## src/rtl/hdmi_text_grid_if.sv

```systemverilog
// Purpose: bundles the timing-in, scroll/cursor configuration and cell-coordinate outputs of the text grid mapper.
// Latency: n/a (wires only).
// Backpressure: none; this is a free-running video stream with no flow control.
interface hdmi_text_grid_if #(
    parameter int CELL_W = 10,
    parameter int CELL_H = 20,
    parameter int COLS   = 80,
    parameter int ROWS   = 30
);
    localparam int CW = $clog2(COLS);
    localparam int RW = $clog2(ROWS);
    localparam int PW = $clog2(CELL_W);
    localparam int LW = $clog2(CELL_H);

    // timing stream from the HDMI timing generator
    logic          in_active;
    logic          in_h_sync;
    logic          in_v_sync;
    logic          in_h_start;
    logic          in_v_start;

    // frame-latched scroll/mode configuration and cursor position
    logic [RW-1:0] top_row;
    logic [LW-1:0] fine_scroll;
    logic          double_height;
    logic          cursor_enable;
    logic [RW-1:0] cursor_row;
    logic [CW-1:0] cursor_col;

    // cell coordinates towards the glyph/attribute fetch
    logic          out_active;
    logic          out_h_sync;
    logic          out_v_sync;
    logic [RW-1:0] out_row;
    logic [LW-1:0] out_row_pixel;
    logic [CW-1:0] out_col;
    logic          out_col_valid;
    logic          out_col_start;
    logic [PW-1:0] out_col_pixel;
    logic          out_cursor;
    logic          out_blink;
    logic          out_frame_start;

    modport master (
        output in_active, in_h_sync, in_v_sync, in_h_start, in_v_start,
        output top_row, fine_scroll, double_height,
        output cursor_enable, cursor_row, cursor_col,
        input  out_active, out_h_sync, out_v_sync, out_row, out_row_pixel,
        input  out_col, out_col_valid, out_col_start, out_col_pixel,
        input  out_cursor, out_blink, out_frame_start
    );

    modport slave (
        input  in_active, in_h_sync, in_v_sync, in_h_start, in_v_start,
        input  top_row, fine_scroll, double_height,
        input  cursor_enable, cursor_row, cursor_col,
        output out_active, out_h_sync, out_v_sync, out_row, out_row_pixel,
        output out_col, out_col_valid, out_col_start, out_col_pixel,
        output out_cursor, out_blink, out_frame_start
    );
endinterface

```

## src/rtl/hdmi_text_grid.sv

```systemverilog
// Purpose: maps the raster timing stream to text-cell row/column/pixel coordinates with scroll, double height and cursor blink.
// Latency: 1 cycle, every output registered.
// Backpressure: none; follows the pixel clock unconditionally.
module hdmi_text_grid #(
    parameter int CELL_W       = 10,
    parameter int CELL_H       = 20,
    parameter int COLS         = 80,
    parameter int ROWS         = 30,
    parameter int BLINK_FRAMES = 32
) (
    input  logic              clk,
    input  logic              reset_n,
    hdmi_text_grid_if.slave   bus
);
    localparam int CW = $clog2(COLS);
    localparam int RW = $clog2(ROWS);
    localparam int PW = $clog2(CELL_W);
    localparam int LW = $clog2(CELL_H);
    localparam int FW = (BLINK_FRAMES > 1) ? $clog2(BLINK_FRAMES) : 1;

    localparam logic [PW-1:0] PIX_LAST  = PW'(CELL_W - 1);
    localparam logic [LW-1:0] LINE_LAST = LW'(CELL_H - 1);
    localparam logic [RW-1:0] ROW_LAST  = RW'(ROWS - 1);
    localparam logic [CW-1:0] COL_MAX   = {CW{1'b1}};
    localparam logic [CW:0]   COLS_EXT  = (CW + 1)'(COLS);
    localparam logic [FW-1:0] FCNT_LAST = FW'(BLINK_FRAMES - 1);

    logic          active_q, hs_q, vs_q;
    logic [RW-1:0] row_q, row_nxt;
    logic [LW-1:0] rpix_q, rpix_nxt;
    logic          toggle_q, toggle_nxt;
    logic          dh_q, dh_nxt;
    logic [CW-1:0] col_q, col_nxt;
    logic [PW-1:0] cpix_q, cpix_nxt;
    logic          cstart_q, cstart_nxt;
    logic          cvld_q, cvld_nxt;
    logic [FW-1:0] fcnt_q, fcnt_nxt;
    logic          blink_q, blink_nxt;
    logic          cursor_q, cursor_nxt;
    logic          fstart_q;

    logic frame_start;
    logic line_start;

    // in_v_start only counts together with in_h_start on an active pixel
    assign frame_start = bus.in_active & bus.in_h_start & bus.in_v_start;
    assign line_start  = bus.in_active & bus.in_h_start & ~bus.in_v_start;

    // row tracking: reload at frame start, step one glyph line per (possibly doubled) scanline
    always_comb begin
        row_nxt    = row_q;
        rpix_nxt   = rpix_q;
        toggle_nxt = toggle_q;
        dh_nxt     = dh_q;
        if (frame_start) begin
            row_nxt    = bus.top_row;
            rpix_nxt   = (bus.fine_scroll > LINE_LAST) ? LINE_LAST : bus.fine_scroll;
            dh_nxt     = bus.double_height;
            toggle_nxt = 1'b0;
        end else if (line_start) begin
            if (!dh_q || toggle_q) begin
                if (rpix_q == LINE_LAST) begin
                    rpix_nxt = '0;
                    row_nxt  = (row_q == ROW_LAST) ? '0 : row_q + RW'(1);
                end else begin
                    rpix_nxt = rpix_q + LW'(1);
                end
            end
            if (dh_q) begin
                toggle_nxt = ~toggle_q;
            end
        end
    end

    // column tracking; a new line start overrides the cell wrap, blanking clears everything
    always_comb begin
        col_nxt    = '0;
        cpix_nxt   = '0;
        cstart_nxt = 1'b0;
        if (bus.in_active) begin
            if (bus.in_h_start) begin
                cstart_nxt = 1'b1;
            end else if (cpix_q == PIX_LAST) begin
                cstart_nxt = 1'b1;
                col_nxt    = (col_q == COL_MAX) ? col_q : col_q + CW'(1);
            end else begin
                cpix_nxt = cpix_q + PW'(1);
                col_nxt  = col_q;
            end
        end
        cvld_nxt = bus.in_active & ({1'b0, col_nxt} < COLS_EXT);
    end

    // blink phase advances on frame starts; cursor uses the same-cycle row/col/blink values
    always_comb begin
        fcnt_nxt  = fcnt_q;
        blink_nxt = blink_q;
        if (frame_start) begin
            if (fcnt_q == FCNT_LAST) begin
                fcnt_nxt  = '0;
                blink_nxt = ~blink_q;
            end else begin
                fcnt_nxt = fcnt_q + FW'(1);
            end
        end
        cursor_nxt = bus.cursor_enable & blink_nxt & (row_nxt == bus.cursor_row) &
                     (col_nxt == bus.cursor_col) & cvld_nxt;
    end

    // output and state registers, blink comes out of reset in the "on" phase
    always_ff @(posedge clk or negedge reset_n) begin
        if (!reset_n) begin
            active_q <= 1'b0;
            hs_q     <= 1'b0;
            vs_q     <= 1'b0;
            row_q    <= '0;
            rpix_q   <= '0;
            toggle_q <= 1'b0;
            dh_q     <= 1'b0;
            col_q    <= '0;
            cpix_q   <= '0;
            cstart_q <= 1'b0;
            cvld_q   <= 1'b0;
            fcnt_q   <= '0;
            blink_q  <= 1'b1;
            cursor_q <= 1'b0;
            fstart_q <= 1'b0;
        end else begin
            active_q <= bus.in_active;
            hs_q     <= bus.in_h_sync;
            vs_q     <= bus.in_v_sync;
            row_q    <= row_nxt;
            rpix_q   <= rpix_nxt;
            toggle_q <= toggle_nxt;
            dh_q     <= dh_nxt;
            col_q    <= col_nxt;
            cpix_q   <= cpix_nxt;
            cstart_q <= cstart_nxt;
            cvld_q   <= cvld_nxt;
            fcnt_q   <= fcnt_nxt;
            blink_q  <= blink_nxt;
            cursor_q <= cursor_nxt;
            fstart_q <= frame_start;
        end
    end

    assign bus.out_active      = active_q;
    assign bus.out_h_sync      = hs_q;
    assign bus.out_v_sync      = vs_q;
    assign bus.out_row         = row_q;
    assign bus.out_row_pixel   = rpix_q;
    assign bus.out_col         = col_q;
    assign bus.out_col_valid   = cvld_q;
    assign bus.out_col_start   = cstart_q;
    assign bus.out_col_pixel   = cpix_q;
    assign bus.out_cursor      = cursor_q;
    assign bus.out_blink       = blink_q;
    assign bus.out_frame_start = fstart_q;
endmodule

```

## src/flat_wrapper.sv

```systemverilog
// flat-port wrapper written by rule: the top's interface ports become plain ports
module hdmi_text_grid_flat 
#(
    parameter int CELL_W       = 10,
    parameter int CELL_H       = 20,
    parameter int COLS         = 80,
    parameter int ROWS         = 30,
    parameter int BLINK_FRAMES = 32
)
  (clk, reset_n, bus_in_active, bus_in_h_sync, bus_in_v_sync, bus_in_h_start, bus_in_v_start, bus_top_row, bus_fine_scroll, bus_double_height, bus_cursor_enable, bus_cursor_row, bus_cursor_col, bus_out_active, bus_out_h_sync, bus_out_v_sync, bus_out_row, bus_out_row_pixel, bus_out_col, bus_out_col_valid, bus_out_col_start, bus_out_col_pixel, bus_out_cursor, bus_out_blink, bus_out_frame_start);
  hdmi_text_grid_if #(.CELL_W(CELL_W), .CELL_H(CELL_H), .COLS(COLS), .ROWS(ROWS)) bus_i ();
  input  logic clk;
  input  logic reset_n;
  input wire logic [$bits(bus_i.in_active)-1:0] bus_in_active;
  input wire logic [$bits(bus_i.in_h_sync)-1:0] bus_in_h_sync;
  input wire logic [$bits(bus_i.in_v_sync)-1:0] bus_in_v_sync;
  input wire logic [$bits(bus_i.in_h_start)-1:0] bus_in_h_start;
  input wire logic [$bits(bus_i.in_v_start)-1:0] bus_in_v_start;
  input wire logic [$bits(bus_i.top_row)-1:0] bus_top_row;
  input wire logic [$bits(bus_i.fine_scroll)-1:0] bus_fine_scroll;
  input wire logic [$bits(bus_i.double_height)-1:0] bus_double_height;
  input wire logic [$bits(bus_i.cursor_enable)-1:0] bus_cursor_enable;
  input wire logic [$bits(bus_i.cursor_row)-1:0] bus_cursor_row;
  input wire logic [$bits(bus_i.cursor_col)-1:0] bus_cursor_col;
  output wire logic [$bits(bus_i.out_active)-1:0] bus_out_active;
  output wire logic [$bits(bus_i.out_h_sync)-1:0] bus_out_h_sync;
  output wire logic [$bits(bus_i.out_v_sync)-1:0] bus_out_v_sync;
  output wire logic [$bits(bus_i.out_row)-1:0] bus_out_row;
  output wire logic [$bits(bus_i.out_row_pixel)-1:0] bus_out_row_pixel;
  output wire logic [$bits(bus_i.out_col)-1:0] bus_out_col;
  output wire logic [$bits(bus_i.out_col_valid)-1:0] bus_out_col_valid;
  output wire logic [$bits(bus_i.out_col_start)-1:0] bus_out_col_start;
  output wire logic [$bits(bus_i.out_col_pixel)-1:0] bus_out_col_pixel;
  output wire logic [$bits(bus_i.out_cursor)-1:0] bus_out_cursor;
  output wire logic [$bits(bus_i.out_blink)-1:0] bus_out_blink;
  output wire logic [$bits(bus_i.out_frame_start)-1:0] bus_out_frame_start;
  assign bus_i.in_active = bus_in_active;
  assign bus_i.in_h_sync = bus_in_h_sync;
  assign bus_i.in_v_sync = bus_in_v_sync;
  assign bus_i.in_h_start = bus_in_h_start;
  assign bus_i.in_v_start = bus_in_v_start;
  assign bus_i.top_row = bus_top_row;
  assign bus_i.fine_scroll = bus_fine_scroll;
  assign bus_i.double_height = bus_double_height;
  assign bus_i.cursor_enable = bus_cursor_enable;
  assign bus_i.cursor_row = bus_cursor_row;
  assign bus_i.cursor_col = bus_cursor_col;
  assign bus_out_active = bus_i.out_active;
  assign bus_out_h_sync = bus_i.out_h_sync;
  assign bus_out_v_sync = bus_i.out_v_sync;
  assign bus_out_row = bus_i.out_row;
  assign bus_out_row_pixel = bus_i.out_row_pixel;
  assign bus_out_col = bus_i.out_col;
  assign bus_out_col_valid = bus_i.out_col_valid;
  assign bus_out_col_start = bus_i.out_col_start;
  assign bus_out_col_pixel = bus_i.out_col_pixel;
  assign bus_out_cursor = bus_i.out_cursor;
  assign bus_out_blink = bus_i.out_blink;
  assign bus_out_frame_start = bus_i.out_frame_start;
  hdmi_text_grid #(.CELL_W(CELL_W), .CELL_H(CELL_H), .COLS(COLS), .ROWS(ROWS), .BLINK_FRAMES(BLINK_FRAMES)) u_core (.clk(clk), .reset_n(reset_n), .bus(bus_i));
endmodule
```

## config.mk

```make
export PLATFORM = sky130hd
export DESIGN_NAME = hdmi_text_grid_flat
export DESIGN_NICKNAME = d
export VERILOG_FILES = /design/src/rtl/hdmi_text_grid_if.sv /design/src/rtl/hdmi_text_grid.sv /design/src/flat_wrapper.sv
export SDC_FILE = /design/constraint.sdc
export NUM_CORES = 1
export LEC_CHECK = 0
export ABC_AREA = 1
export BUFFER_PORTS_ARGS = -buffer_cell sky130_fd_sc_hd__buf_2
export CORE_MARGIN = 3
export CORE_UTILIZATION = 50
export DETAILED_ROUTE_END_ITERATION = 8
export GPL_TIMING_DRIVEN = 0
export PLACE_DENSITY = 0.84
export SYNTH_ARGS = -nofsm -noshare
export SYNTH_HDL_FRONTEND = slang
export SYNTH_SLANG_ARGS = --single-unit
export TNS_END_PERCENT = 100
```

## constraint.sdc

```tcl
create_clock -name clk -period 4 [get_ports clk]
set_input_delay 0.2 -clock clk [delete_from_list [all_inputs] [get_ports clk]]
set_output_delay 0.2 -clock clk [all_outputs]
set_load 0.03 [all_outputs]
```

==> out/qor.txt <==
Post-Syn Area: 2181 sq um
Synth top area share: 0.4016
Final WL: 4884 um
CTS tree: yes
Vias in the first global route: 1944
First DRT Iteration DRCs: 110
Slew Limit Fails: 0
Critical path required time: 4230 ps
Slew @ Worst Pin: 809.9 ps
Clock sink count: 36
Hold buffers post-CTS: 0
CTS Root Cell: clkbuf_8
Setup Skew: 12.93 ps
F_max: 0.5064 GHz
Failing checks: negative hold slack
Setup crit end kind: flip-flop
Status: finished, violations left
Final Net Count: 409
Worst hold slack: -1.409 ps
Fillers: 377
Num CTS Buffers: 5
VDD IR-drop max: 213.8 uV
CTS max path bufs: 2
Grt total ovfl: 0
Initial core utilization: 0.5299
Routability cong.: 0.8499
Reg clk slew, reported paths: 80 ps
Die W: 72.05 um
GRT Total Usage: 0.1947
Post-synthesis average cell area: 7.174 sq um
Yosys cell types: 30
Critical Path Source Type: flip-flop
IO buf count: 59
Global-route wire length before repair: 8107 um
Crit-path cells: inv_1, ha_1, nand2_1, nor2_4, inv_1, a21oi_2, nand2_1, nand2_1, nand2_1, o21ai_0, nand2_1, nor2_1, nand2_1, nor2_2
Hold crit path type: input port to asynchronous set/reset pin
Antenna-violating nets left: 0
Pin count of the biggest net entering global routing: 37
Power density cells: 436.0 nW/um^2
Cell leakage power: 1.490 nW
YS warnings: 0
ANT cells: 0
I/O pin count: 60
Initial antenna violation count: 0
Synth area leaders: dfrtp_1 (40%), nand2_1 (14%), inv_1 (9.1%)
Cell row count: 23
Final Power: 1.146 mW
Max-cap violations: 0
Die height: 72.05 um
Setup violations, final: 0
Share of cells above drive strength 1: 0.2156
Most common cell on crit path: nand2_1
Vias/cell: 5.081
Crit-path slowest cell: dfrtp_1
Drt pass-1 iters: 6
Slew HR: 0.4601
Fin crit share: 0.4936
Arrival @ worst endpoint: 2200 ps
Gate Count Post-Synth: 304
Die ar.: 5190 sq um
Sequential share of the synthesized area: 0.4137
# H-tree levels: 2
Total DRC errors in the routed layout: 0
Vias: 2139
Worst-Skew Late Latency: 290 ps
Synthesized net count: 343
Worst setup path category: flip-flop to flip-flop
Top cell type by total area after synthesis: dfrtp_1
Unrepaired setup endpoints after global routing: false
Post-CTS setup buffer count: 0
Setup tns final: 0 ps
Post-DP HPWL: 3756 um
CP peak stage delay: 410 ps
DR WL/cell: 11.60 um
Post-cts resize count: 0
Core area: 4115 sq um
P&R area growth vs syn: 20.54%
Minimum clock period: 1975 ps
Final Hold Fails: 1
CP max FO: 7
Register bit total from synthesis: 36
-- cell type report --
class / instances / area [sq um] / share of cell area
clock buffer: 8 / 90.09 / 0.03427
multi-input combinational: 210 / 1051 / 0.3998
buffer: 3 / 21.27 / 0.008091
sequential: 36 / 902.1 / 0.3432
timing repair buffer: 59 / 295.3 / 0.1123
tap: 50 / 62.56 / 0.02380
inverter: 55 / 206.4 / 0.07853
-- Yosys cell counts --
cell type,count
a221oi_1,1
nand3b_1,1
or2_2,1
xor2_1,2
a21oi_2,1
nor3_1,1
nand2_2,1
nor2_4,2
dfrtp_1,35
buf_2,2
nand2_1,82
ha_1,8
xnor2_1,2
nand4_1,5
o22ai_1,3
a21oi_1,14
nand3_1,32
a22oi_1,2
a31oi_1,1
a31oi_2,1
o21a_1,2
or2_1,3
nor2_1,30
inv_2,2
dfstp_2,1
o21ai_0,11
inv_1,53
nor2_2,3
o311ai_0,1
buf_6,1
-- worst max-delay path, delay by kind of cell (launching register included) --
kind	cells	cell delay, ps
simple gates	9	800
flops	1	410
compound gates	2	380
buf+inv	2	190
fa+ha+maj	1	130
-- layer usage --
metal	global-route usage	wire, um	vias to the layer above
met1	0.2460	2192	987
met4	0.03967	42	0
met5	0	0	-
met2	0.3418	2362	56
met3	0.04432	287	6
li1	-	-	1090
-- per-stage QoR --
step           area [sq um]  worst slack (ps)  std cells  utilization
2_1_floorplan          2181              2098        304            -
3_3_place_gp           2539              2069        413       0.6169
3_5_place_dp           2539              2031        413       0.6169
4_1_cts                2629              2024        421       0.6388
5_1_grt                2629              1757        421       0.6388
6_report               2629              2025        421       0.6388
-- layout by cell type, fill, tap and decap left out, types with 3 or more instances in the layout --
cell type	count
clkbuf_8	6
nand3_1	32
or2_1	3
dfrtp_1	35
nor2_1	30
inv_1	53
ha_1	8
nor2_2	3
nand4_1	5
o22ai_1	3
nand2_1	82
a21oi_1	14
o21ai_0	11
buf_2	61
-- power breakdown --
part / internal, mW / total (mW) / switching, mW
clock: 0.141 / 0.269 / 0.128
combinational: 0.131 / 0.389 / 0.257
sequential: 0.429 / 0.488 / 0.0589
-- cell families (layout without fill, tap and decap cells) --
kind of cell | after synthesis | in the layout | share of synthesized area
simple gates | 161 | 161 | 0.3196
buf+inv | 58 | 125 | 0.1044
compound gates | 37 | 37 | 0.1004
flops | 36 | 36 | 0.4137
fa+ha+maj | 8 | 8 | 0.04590
xor+xnor | 4 | 4 | 0.01607
-- worst paths after layout --
path                                          endpoint                   startpoint  slack [ps]  depth (start not counted)
setup / recovery                 u_core.bus.out_cursor  u_core.bus.out_col_pixel[1]        2030                         14
hold / removal             u_core.bus.out_row_pixel[1]                      reset_n          -1                          1
setup reg to reg                 u_core.bus.out_cursor  u_core.bus.out_col_pixel[1]        2030                         14
hold reg to reg                       u_core.fcnt_q[4]             u_core.fcnt_q[4]         490                          2
max in group asynchronous             u_core.fcnt_q[1]                      reset_n        3470                          1
min in group clk                 u_core.bus.out_h_sync                bus_in_h_sync          30                          1
-- registers in the layout, indices dropped and copies added, names as in the netlist --
| register | cells |
|---|---|
| u_core.bus.out_col | 7 |
| u_core.bus.out_row | 5 |
| u_core.bus.out_row_pixel | 5 |
| u_core.fcnt_q | 5 |
| u_core.bus.out_col_pixel | 4 |
| u_core.bus.out_active | 1 |
| u_core.bus.out_blink | 1 |
| u_core.bus.out_col_start | 1 |
| u_core.bus.out_col_valid | 1 |
| u_core.bus.out_cursor | 1 |
| u_core.bus.out_frame_start | 1 |
| u_core.bus.out_h_sync | 1 |
| u_core.bus.out_v_sync | 1 |
| u_core.dh_q | 1 |
| u_core.toggle_q | 1 |
Power figures use the tool's default switching activity.
